<file path="src/rtl/mul_div_sequencer.sv">
// ---------------------------------------------------------------------------
// mul_div_sequencer
//   Multi-cycle MULT/MULTU/DIV/DIVU unit that owns the HI/LO registers.
//   It borrows the EX-stage 32-bit adder for one pass per iteration. Multiply
//   is shift-add and divide is restoring. Both work on operand magnitudes,
//   and the sign is applied in the final FIX cycle.
//
//   Timeline:  IDLE -start-> PREP -> ITER x32 -> FIX -> IDLE
//              busy is high from the start edge until the FIX edge.
//              done pulses for one cycle once HI/LO hold the result.
//
// Ports
//   clk, reset          : clock and synchronous active-high reset
//   start, op, rs, rt   : launch request. op 00 MULT, 01 MULTU, 10 DIV, 11 DIVU
//   hi_we, lo_we, wdata : MTHI/MTLO writes, accepted only while idle
//   add_a, add_b, add_cin / add_s : operands to and sum from the shared adder
//   busy, done          : operation in flight / result-ready pulse
//   hi, lo              : architectural HI/LO registers
// ---------------------------------------------------------------------------
module mul_div_sequencer #(
    parameter int WIDTH = 32,
    parameter int CNT_W = 6
) (
    input  logic             clk,
    input  logic             reset,
    input  logic             start,
    input  logic [1:0]       op,
    input  logic [WIDTH-1:0] rs,
    input  logic [WIDTH-1:0] rt,
    input  logic             hi_we,
    input  logic             lo_we,
    input  logic [WIDTH-1:0] wdata,
    output logic [WIDTH-1:0] add_a,
    output logic [WIDTH-1:0] add_b,
    output logic             add_cin,
    input  logic [WIDTH-1:0] add_s,
    output logic             busy,
    output logic             done,
    output logic [WIDTH-1:0] hi,
    output logic [WIDTH-1:0] lo
);

    typedef enum logic [1:0] {S_IDLE, S_PREP, S_ITER, S_FIX} state_t;

    localparam logic [CNT_W-1:0] LAST_ITER = CNT_W'(WIDTH - 1);

    state_t             state_q, state_d;
    logic               busy_q, busy_d;
    logic               done_q, done_d;
    logic [WIDTH-1:0]   hi_q, hi_d;
    logic [WIDTH-1:0]   lo_q, lo_d;
    logic [CNT_W-1:0]   count_q, count_d;
    logic               is_div_q, is_div_d;
    logic               is_signed_q, is_signed_d;
    logic [WIDTH-1:0]   rs_q, rs_d;          // raw operands, latched with start
    logic [WIDTH-1:0]   rt_q, rt_d;
    logic [WIDTH-1:0]   mag_a_q, mag_a_d;    // |rs|
    logic [WIDTH-1:0]   mag_b_q, mag_b_d;    // |rt|
    logic               quot_neg_q, quot_neg_d;
    logic               rem_neg_q, rem_neg_d;
    // Multiply: {acc_hi, acc_lo} = P_hi:P_lo. Divide: acc_hi = R and acc_lo = Q.
    logic [WIDTH-1:0]   acc_hi_q, acc_hi_d;
    logic [WIDTH-1:0]   acc_lo_q, acc_lo_d;

    logic               cout;
    logic [WIDTH-1:0]   rem_shift;
    logic               rem_top;
    logic [2*WIDTH-1:0] product;

    // Adder operands are driven only during ITER and are zero otherwise.
    always_comb begin
        add_a     = '0;
        add_b     = '0;
        add_cin   = 1'b0;
        rem_top   = acc_hi_q[WIDTH-1];
        rem_shift = {acc_hi_q[WIDTH-2:0], acc_lo_q[WIDTH-1]};
        if (state_q == S_ITER) begin
            if (is_div_q) begin
                // Trial subtraction R' - |rt| as R' + ~|rt| + 1.
                add_a   = rem_shift;
                add_b   = ~mag_b_q;
                add_cin = 1'b1;
            end else begin
                add_a   = acc_hi_q;
                add_b   = acc_lo_q[0] ? mag_a_q : '0;
            end
        end
    end

    // The adder exposes no carry-out, so it is recovered from the MSBs.
    assign cout = (add_a[WIDTH-1] & add_b[WIDTH-1]) |
                  ((add_a[WIDTH-1] ^ add_b[WIDTH-1]) & ~add_s[WIDTH-1]);

    always_comb begin
        state_d     = state_q;
        busy_d      = busy_q;
        done_d      = 1'b0;
        hi_d        = hi_q;
        lo_d        = lo_q;
        count_d     = count_q;
        is_div_d    = is_div_q;
        is_signed_d = is_signed_q;
        rs_d        = rs_q;
        rt_d        = rt_q;
        mag_a_d     = mag_a_q;
        mag_b_d     = mag_b_q;
        quot_neg_d  = quot_neg_q;
        rem_neg_d   = rem_neg_q;
        acc_hi_d    = acc_hi_q;
        acc_lo_d    = acc_lo_q;
        product     = {acc_hi_q, acc_lo_q};

        case (state_q)
            S_IDLE: begin
                if (hi_we) hi_d = wdata;
                if (lo_we) lo_d = wdata;
                if (start) begin
                    state_d     = S_PREP;
                    busy_d      = 1'b1;
                    is_div_d    = op[1];
                    is_signed_d = ~op[0];
                    rs_d        = rs;
                    rt_d        = rt;
                end
            end

            S_PREP: begin
                mag_a_d    = (is_signed_q && rs_q[WIDTH-1]) ? -rs_q : rs_q;
                mag_b_d    = (is_signed_q && rt_q[WIDTH-1]) ? -rt_q : rt_q;
                quot_neg_d = is_signed_q & (rs_q[WIDTH-1] ^ rt_q[WIDTH-1]);
                rem_neg_d  = is_signed_q & rs_q[WIDTH-1];
                acc_hi_d   = '0;
                acc_lo_d   = is_div_q ? mag_a_d : mag_b_d;
                count_d    = '0;
                state_d    = S_ITER;
            end

            S_ITER: begin
                count_d = count_q + 1'b1;
                if (is_div_q) begin
                    // A bit shifted out of R means R' >= 2^32 > |rt|, so the subtraction always succeeds.
                    if (rem_top | cout) begin
                        acc_hi_d = add_s;
                        acc_lo_d = {acc_lo_q[WIDTH-2:0], 1'b1};
                    end else begin
                        acc_hi_d = rem_shift;
                        acc_lo_d = {acc_lo_q[WIDTH-2:0], 1'b0};
                    end
                end else begin
                    acc_hi_d = {cout, add_s[WIDTH-1:1]};
                    acc_lo_d = {add_s[0], acc_lo_q[WIDTH-1:1]};
                end
                if (count_q == LAST_ITER) state_d = S_FIX;
            end

            S_FIX: begin
                if (!is_div_q) begin
                    if (quot_neg_q) product = -product;
                    hi_d = product[2*WIDTH-1:WIDTH];
                    lo_d = product[WIDTH-1:0];
                end else if (mag_b_q == '0) begin
                    // Divide by zero returns an all-ones quotient and the raw dividend.
                    lo_d = '1;
                    hi_d = rs_q;
                end else begin
                    lo_d = quot_neg_q ? -acc_lo_q : acc_lo_q;
                    hi_d = rem_neg_q  ? -acc_hi_q : acc_hi_q;
                end
                count_d = '0;
                busy_d  = 1'b0;
                done_d  = 1'b1;
                state_d = S_IDLE;
            end

            default: state_d = S_IDLE;
        endcase
    end

    always_ff @(posedge clk) begin
        if (reset) begin
            state_q     <= S_IDLE;
            busy_q      <= 1'b0;
            done_q      <= 1'b0;
            hi_q        <= '0;
            lo_q        <= '0;
            count_q     <= '0;
            is_div_q    <= 1'b0;
            is_signed_q <= 1'b0;
            rs_q        <= '0;
            rt_q        <= '0;
            mag_a_q     <= '0;
            mag_b_q     <= '0;
            quot_neg_q  <= 1'b0;
            rem_neg_q   <= 1'b0;
            acc_hi_q    <= '0;
            acc_lo_q    <= '0;
        end else begin
            state_q     <= state_d;
            busy_q      <= busy_d;
            done_q      <= done_d;
            hi_q        <= hi_d;
            lo_q        <= lo_d;
            count_q     <= count_d;
            is_div_q    <= is_div_d;
            is_signed_q <= is_signed_d;
            rs_q        <= rs_d;
            rt_q        <= rt_d;
            mag_a_q     <= mag_a_d;
            mag_b_q     <= mag_b_d;
            quot_neg_q  <= quot_neg_d;
            rem_neg_q   <= rem_neg_d;
            acc_hi_q    <= acc_hi_d;
            acc_lo_q    <= acc_lo_d;
        end
    end

    assign busy = busy_q;
    assign done = done_q;
    assign hi   = hi_q;
    assign lo   = lo_q;

endmodule
</file>
<file path="config.mk">
export PLATFORM = sky130hd
export DESIGN_NAME = mul_div_sequencer
export DESIGN_NICKNAME = d
export VERILOG_FILES = /design/src/rtl/mul_div_sequencer.sv
export SDC_FILE = /design/constraint.sdc
export NUM_CORES = 1
export LEC_CHECK = 0
export BUFFER_PORTS_ARGS = -buffer_cell sky130_fd_sc_hd__buf_2
export CAP_MARGIN = 10
export CORE_ASPECT_RATIO = 0.7
export CORE_UTILIZATION = 30
export CTS_CLUSTER_DIAMETER = 200
export CTS_CLUSTER_SIZE = 16
export DETAILED_ROUTE_END_ITERATION = 8
export PLACE_DENSITY_LB_ADDON = 0.08
export SYNTH_ARGS = -nofsm -noshare
export SYNTH_HDL_FRONTEND = slang
export SYNTH_SLANG_ARGS = --single-unit
</file>
<file path="constraint.sdc">
create_clock -name clk -period 5.4 [get_ports clk]
set_input_delay 0.27 -clock clk [delete_from_list [all_inputs] [get_ports clk]]
set_output_delay 0.27 -clock clk [all_outputs]
set_load 0.05 [all_outputs]
</file>
Word-level counts from Yosys, hierarchy flattened

Cells that the tools add are included.

Add/sub/neg operators: 6
Equal/unequal tests: 8
Muxes and demuxes: 34
Reduce and logical (&&, ||, !) cells: 13
Bitwise operators: 11
$lt $le $gt $ge: 0
Divide/modulo/power cells: 0
Shift-type cells: 0
Multiply operators: 0

Operators by type and width:

| kind                                                  | number |
|---|---|
| two-way mux 32 bit                                    | 19 |
| case mux 32 bit (2 select lines)                      | 4 |
| negator 32 bit                                        | 4 |
| two-way mux 64 bit                                    | 1 |
| negator 64 bit                                        | 1 |
| logical NOT 32 bit                                    | 1 |
| NOT 32 bit                                            | 1 |
| case mux 6 bit (2 select lines)                       | 1 |
| AND reduction 2 bit                                   | 5 |
| case mux 2 bit (4 select lines)                       | 1 |
| adder 6 x 1 -> 6 bit, second input constant           | 1 |
| == test 6 x 5 -> 1 bit, second input constant         | 1 |
| inequality test 2 bit, second input constant          | 3 |
| nonzero test 2 bit                                    | 3 |
| two-way mux 1 bit                                     | 5 |
| bitwise AND 1 bit                                     | 4 |
| == test 2 bit, second input constant                  | 2 |
| two-way mux 2 bit                                     | 2 |
| == test 2 x 1 -> 1 bit, second input constant         | 1 |
| logical AND 1 bit                                     | 2 |
| logical NOT 2 bit                                     | 1 |
| inequality test 2 x 1 -> 1 bit, second input constant | 1 |
| NOT 1 bit                                             | 2 |
| OR 1 bit                                              | 2 |
| other kinds (3)                                       | 4 |

Input port bits: 135
Logic and storage cells: 88
Bits in latches: 0
Memories kept: 0
RAM bits: 0
Bits in registers: 270
Bits in read-only memories: 0
Output and inout port bits: 131

Logic depth before layout (Yosys ltp)

Depth after elaboration: 10
Gate-level depth with buffers: 15
Gate-level depth less buffers: 12

Least setup slack after synthesis

Ideal clock, no wire load.

Kind: reg-to-reg
Start: register state_q[0]
End: register acc_hi_q[26]
Arrival: 4.262 ns
Buffers on the path: 3
Setup slack: 1.005 ns
Stages on the path, launching flop included: 14
Period minus slack after synthesis: 4.395 ns
Required time: 5.268 ns
Setup time: 0.132 ns
Path through: dfxtp_1 inv_1 ha_1 clkbuf_1 nand2_1 clkbuf_1 o21ai_0 ha_1 a211oi_1 clkbuf_1 mux2i_1 nand2_1 o211ai_1 a21oi_1

Word-level cells in the longest chain between the ends: 9

RTL lines:

| item                               | RTL line | RTL |
|---|---|---|
| from (decl)                        | 47       | `state_t state_q, state_d;` |
| from (signal assigned)             | 198      | `state_q <= state_d;` |
| == test 2 bit *                    | 77       | `if (state_q == S_ITER) begin` |
| two-way mux 32 bit *               | 77       |  |
| net add_b[31]                      | 34       | `output logic [WIDTH-1:0] add_b,` |
| bitwise XOR 1 bit                  | 92       | `((add_a[WIDTH-1] ^ add_b[WIDTH-1]) & ~add_s[WIDTH-1]);` |
| bitwise AND 1 bit                  | 92       |  |
| OR 1 bit *                         | 91       | `assign cout = (add_a[WIDTH-1] & add_b[WIDTH-1]) \|` |
| OR 1 bit *                         | 142      | `if (rem_top \| cout) begin` |
| two-way mux 32 bit *               | 142      |  |
| two-way mux 32 bit *               | 140      | `if (is_div_q) begin` |
| case mux 32 bit (2 select lines) * | 113      | `case (state_q)` |
| to (signal assigned)               | 212      | `acc_hi_q <= acc_hi_d;` |
| to (decl)                          | 62       | `logic [WIDTH-1:0] acc_hi_q, acc_hi_d;` |

The timed path passes the listed nets; every way through them passes the cells marked *.
A chain may end at the register's enable or synchronous reset.

Worst setup path in the final report

Start: register rs_q[18]
End: register acc_lo_q[31]

Word-level cells in the longest chain between the ends: 4

RTL lines:

| item                             | RTL line | RTL |
|---|---|---|
| from (decl)                      | 55       | `logic [WIDTH-1:0] rs_q, rs_d;` |
| from (signal assigned)           | 206      | `rs_q <= rs_d;` |
| negator 32 bit                   | 128      | `mag_a_d = (is_signed_q && rs_q[WIDTH-1]) ? -rs_q : rs_q;` |
| two-way mux 32 bit               | 128      |  |
| two-way mux 32 bit               | 133      | `acc_lo_d = is_div_q ? mag_a_d : mag_b_d;` |
| case mux 32 bit (2 select lines) | 113      |  |
| to (signal assigned)             | 213      | `acc_lo_q <= acc_lo_d;` |
| to (decl)                        | 63       | `logic [WIDTH-1:0] acc_lo_q, acc_lo_d;` |

No other way between the ends.

==> run metrics <==
CTS sink count 270; Hold Path Class primary input to flop; Critical Path AT ~4.4 ns; Ant. Diodes 0; htree depth 1; Die H 199 um; gp weighted congestion 0.953; Detail Placement HPWL 56500 um; WP buf/inv 0; maximum VDD drop roughly 0.00025 V; FMAX 257 MHz; slowest CP cell nor4_1; TritonCTS Buffers 20; fraction of layout cells with a size suffix above 1 15.8%; Max Root-Sink Buffers 3; Pre-antenna DRT Iters 7; Initial Utilization around 31%; vias in the first global route 16471; Slew Limit Fails 0; worst-margin pin slew around 1.1 ns; # fillers 5816; drt via density around 5.6; nets@finish between 2000 and 3000; post-layout minimum cycle time 3.89 ns; Static Leakage 7.45 nW; CP delay by family, top simple AND/OR/NAND/NOR gates; Post-synth EDFFs 0; Final setup viols 0; global-route wire length before repair 110000 um; Critical Path Start Type flop; Die Footprint 56100 um^2; routed wire length around 76000 um; core area approximately 54000 um^2; overall power a little under 10 mW; Syn Std Cell Area 16600 um^2; most frequent cells in the layout 375 x nand2_1, 269 x dfxtp_1, 264 x buf_2; Final Non-Filler Cells between 3000 and 4000; GR Util All Layers between 20% and 30%; clk_skew between 0.02 and 0.025 ns; Worst-path clk slew 0.08 ns; Root Buffer clkbuf_16; Post-Syn Area per Cell ~7.4 um^2; initial antenna violation count 4; FFs w/ async S/R, synth 0%; Netlist cell types 74; commonest non-fill, non-tap cell in the layout nand2_1; outcome complete, no violations; register bit total from synthesis between 200 and 300; sequential fraction of the synthesis area between 30% and 40%; Post-Synthesis Cells roughly 2200; critical path required time slightly below 6 ns; highest fanout seen on the critical path 7; CP cell instances nor4_1 > nand2_1 > or4_1 > o41ai_1 > nand3_1 > o2bb2ai_1 > nor3_1; largest net degree at the start of global routing 110; area grow syn2layout 18.4%; final antenna-violating net count 0; CTS tree done; DR DRC count 0; RSZ-0062 raised after global routing no; Yosys warnings 0; vias about 18000; worst skew pair latency 0.55 ns; setup TNS 0 ns; fin crit share 72.0%; DR iter-0 viols roughly 1600; Cell Pwr Density between 500 and 600 nW/um^2; cell count after placement 3059; critical path class flop to flop; Port Buffers approximately 270; syn_nets 2370; CP peak stage delay 1.03 ns; Rel. slew slack a little under a quarter; ys flop type dfxtp_1; Die Width between 200 and 300 um; total of max-cap violations 0; GRT Residual Overflow 0; DR WL/cell 24.1 um; PostCTS Resize Cnt 0; Row Count 71; num ports 266; crit end category flop; final hold vios 0
[synth_stat cells (27+ instances only)]
cell type  instances  area (um^2)
a211oi_1          87          653
a21oi_1          196          981
clkbuf_1         178          668
dfxtp_1          270         5410
inv_1             31          116
mux2i_1           81          811
nand2_1          376         1410
nand3_1           30          150
nor2_1           228          856
nor3_1            62          310
nor4_1            32          200
o211ai_1          47          353
o21ai_0          109          546
o221ai_1          27          236
xnor2_1           85          744
xor2_1            49          429
[metal layers]
metal  wire length, um  global-route usage, %
met5                13                      0
met3              7650                   7.78
met1             36100                   39.0
met2             30400                   36.8
met4              1660                   5.63
[tightest hold or removal path: stages]
cell	delay, ns
buf_2	0.10
nand2_1	0.10
a21oi_1	0.07
[metrics by stage]
step / utilization [%] / hold WS, ns / worst slack [ns] / cell area [um^2]
after detailed placement: 34.0 / 0.444 / 1.79 / 18400
after global routing: 36.2 / 0.0322 / 1.31 / 19600
after CTS: 36.2 / 0.00182 / 1.76 / 19600
after global placement: 34.0 / 0.441 / 1.79 / 18400
after floorplan: - / 0.366 / 1.01 / 16600
final: 36.2 / 0.0250 / 1.51 / 19600
[final timing paths]
path                                       startpoint                         to  slack (ns)  cells after the start
worst max-delay path            rs_q[18]$_SDFFE_PP0P_  acc_lo_q[31]$_SDFFE_PP0P_        1.51                      7
worst min-delay path                           rs[22]      rs_q[22]$_SDFFE_PP0P_        0.02                      3
worst max register to register  rs_q[18]$_SDFFE_PP0P_  acc_lo_q[31]$_SDFFE_PP0P_        1.51                      7
worst min register to register    lo[18]$_SDFFE_PP0P_        lo[18]$_SDFFE_PP0P_        0.45                      2
[layout make-up]
cell class / instances / area [um^2] / share of cell area (%)
clock buffers: 23 / 543 / 2.77
inverters: 31 / 116 / 0.594
multi-input cells: 1715 / 10300 / 52.4
flip-flops and latches: 270 / 5410 / 27.6
well taps: 730 / 913 / 4.66
repair buffers: 378 / 2350 / 12.0
[sequential cells by signal, indices dropped and copies added (netlist names), 32 cells and up]
| register | count |
|---|---|
| rt_q | 32 |
| rs_q | 32 |
| mag_a_q | 32 |
| acc_hi_q | 32 |
| hi | 32 |
| mag_b_q | 32 |
| acc_lo_q | 32 |
| lo | 32 |
[report_power, final]
part,internal (mW),switching (mW),total [mW]
combinational,1.58,3.72,5.30
clock,0.706,0.781,1.49
sequential,2.50,0.661,3.16
total,4.78,5.17,9.95
[cells by family after synthesis]
kind of cell    Yosys count  synth area share (%)
compound gates          629                  24.8
xor+xnor                134                  7.09
fa+ha+maj                11                 0.831
buf+inv                 239                  5.57
flops                   270                  32.7
mux                      95                  6.40
simple gates            846                  22.6
[timing repair]
item,CTS,global route
endpoints found under the hold margin,65,0
hold buffers,65,0
setup endpoints to repair,0,0
setup buffers,0,0
Note: power is estimated with default switching activity, not from simulation.
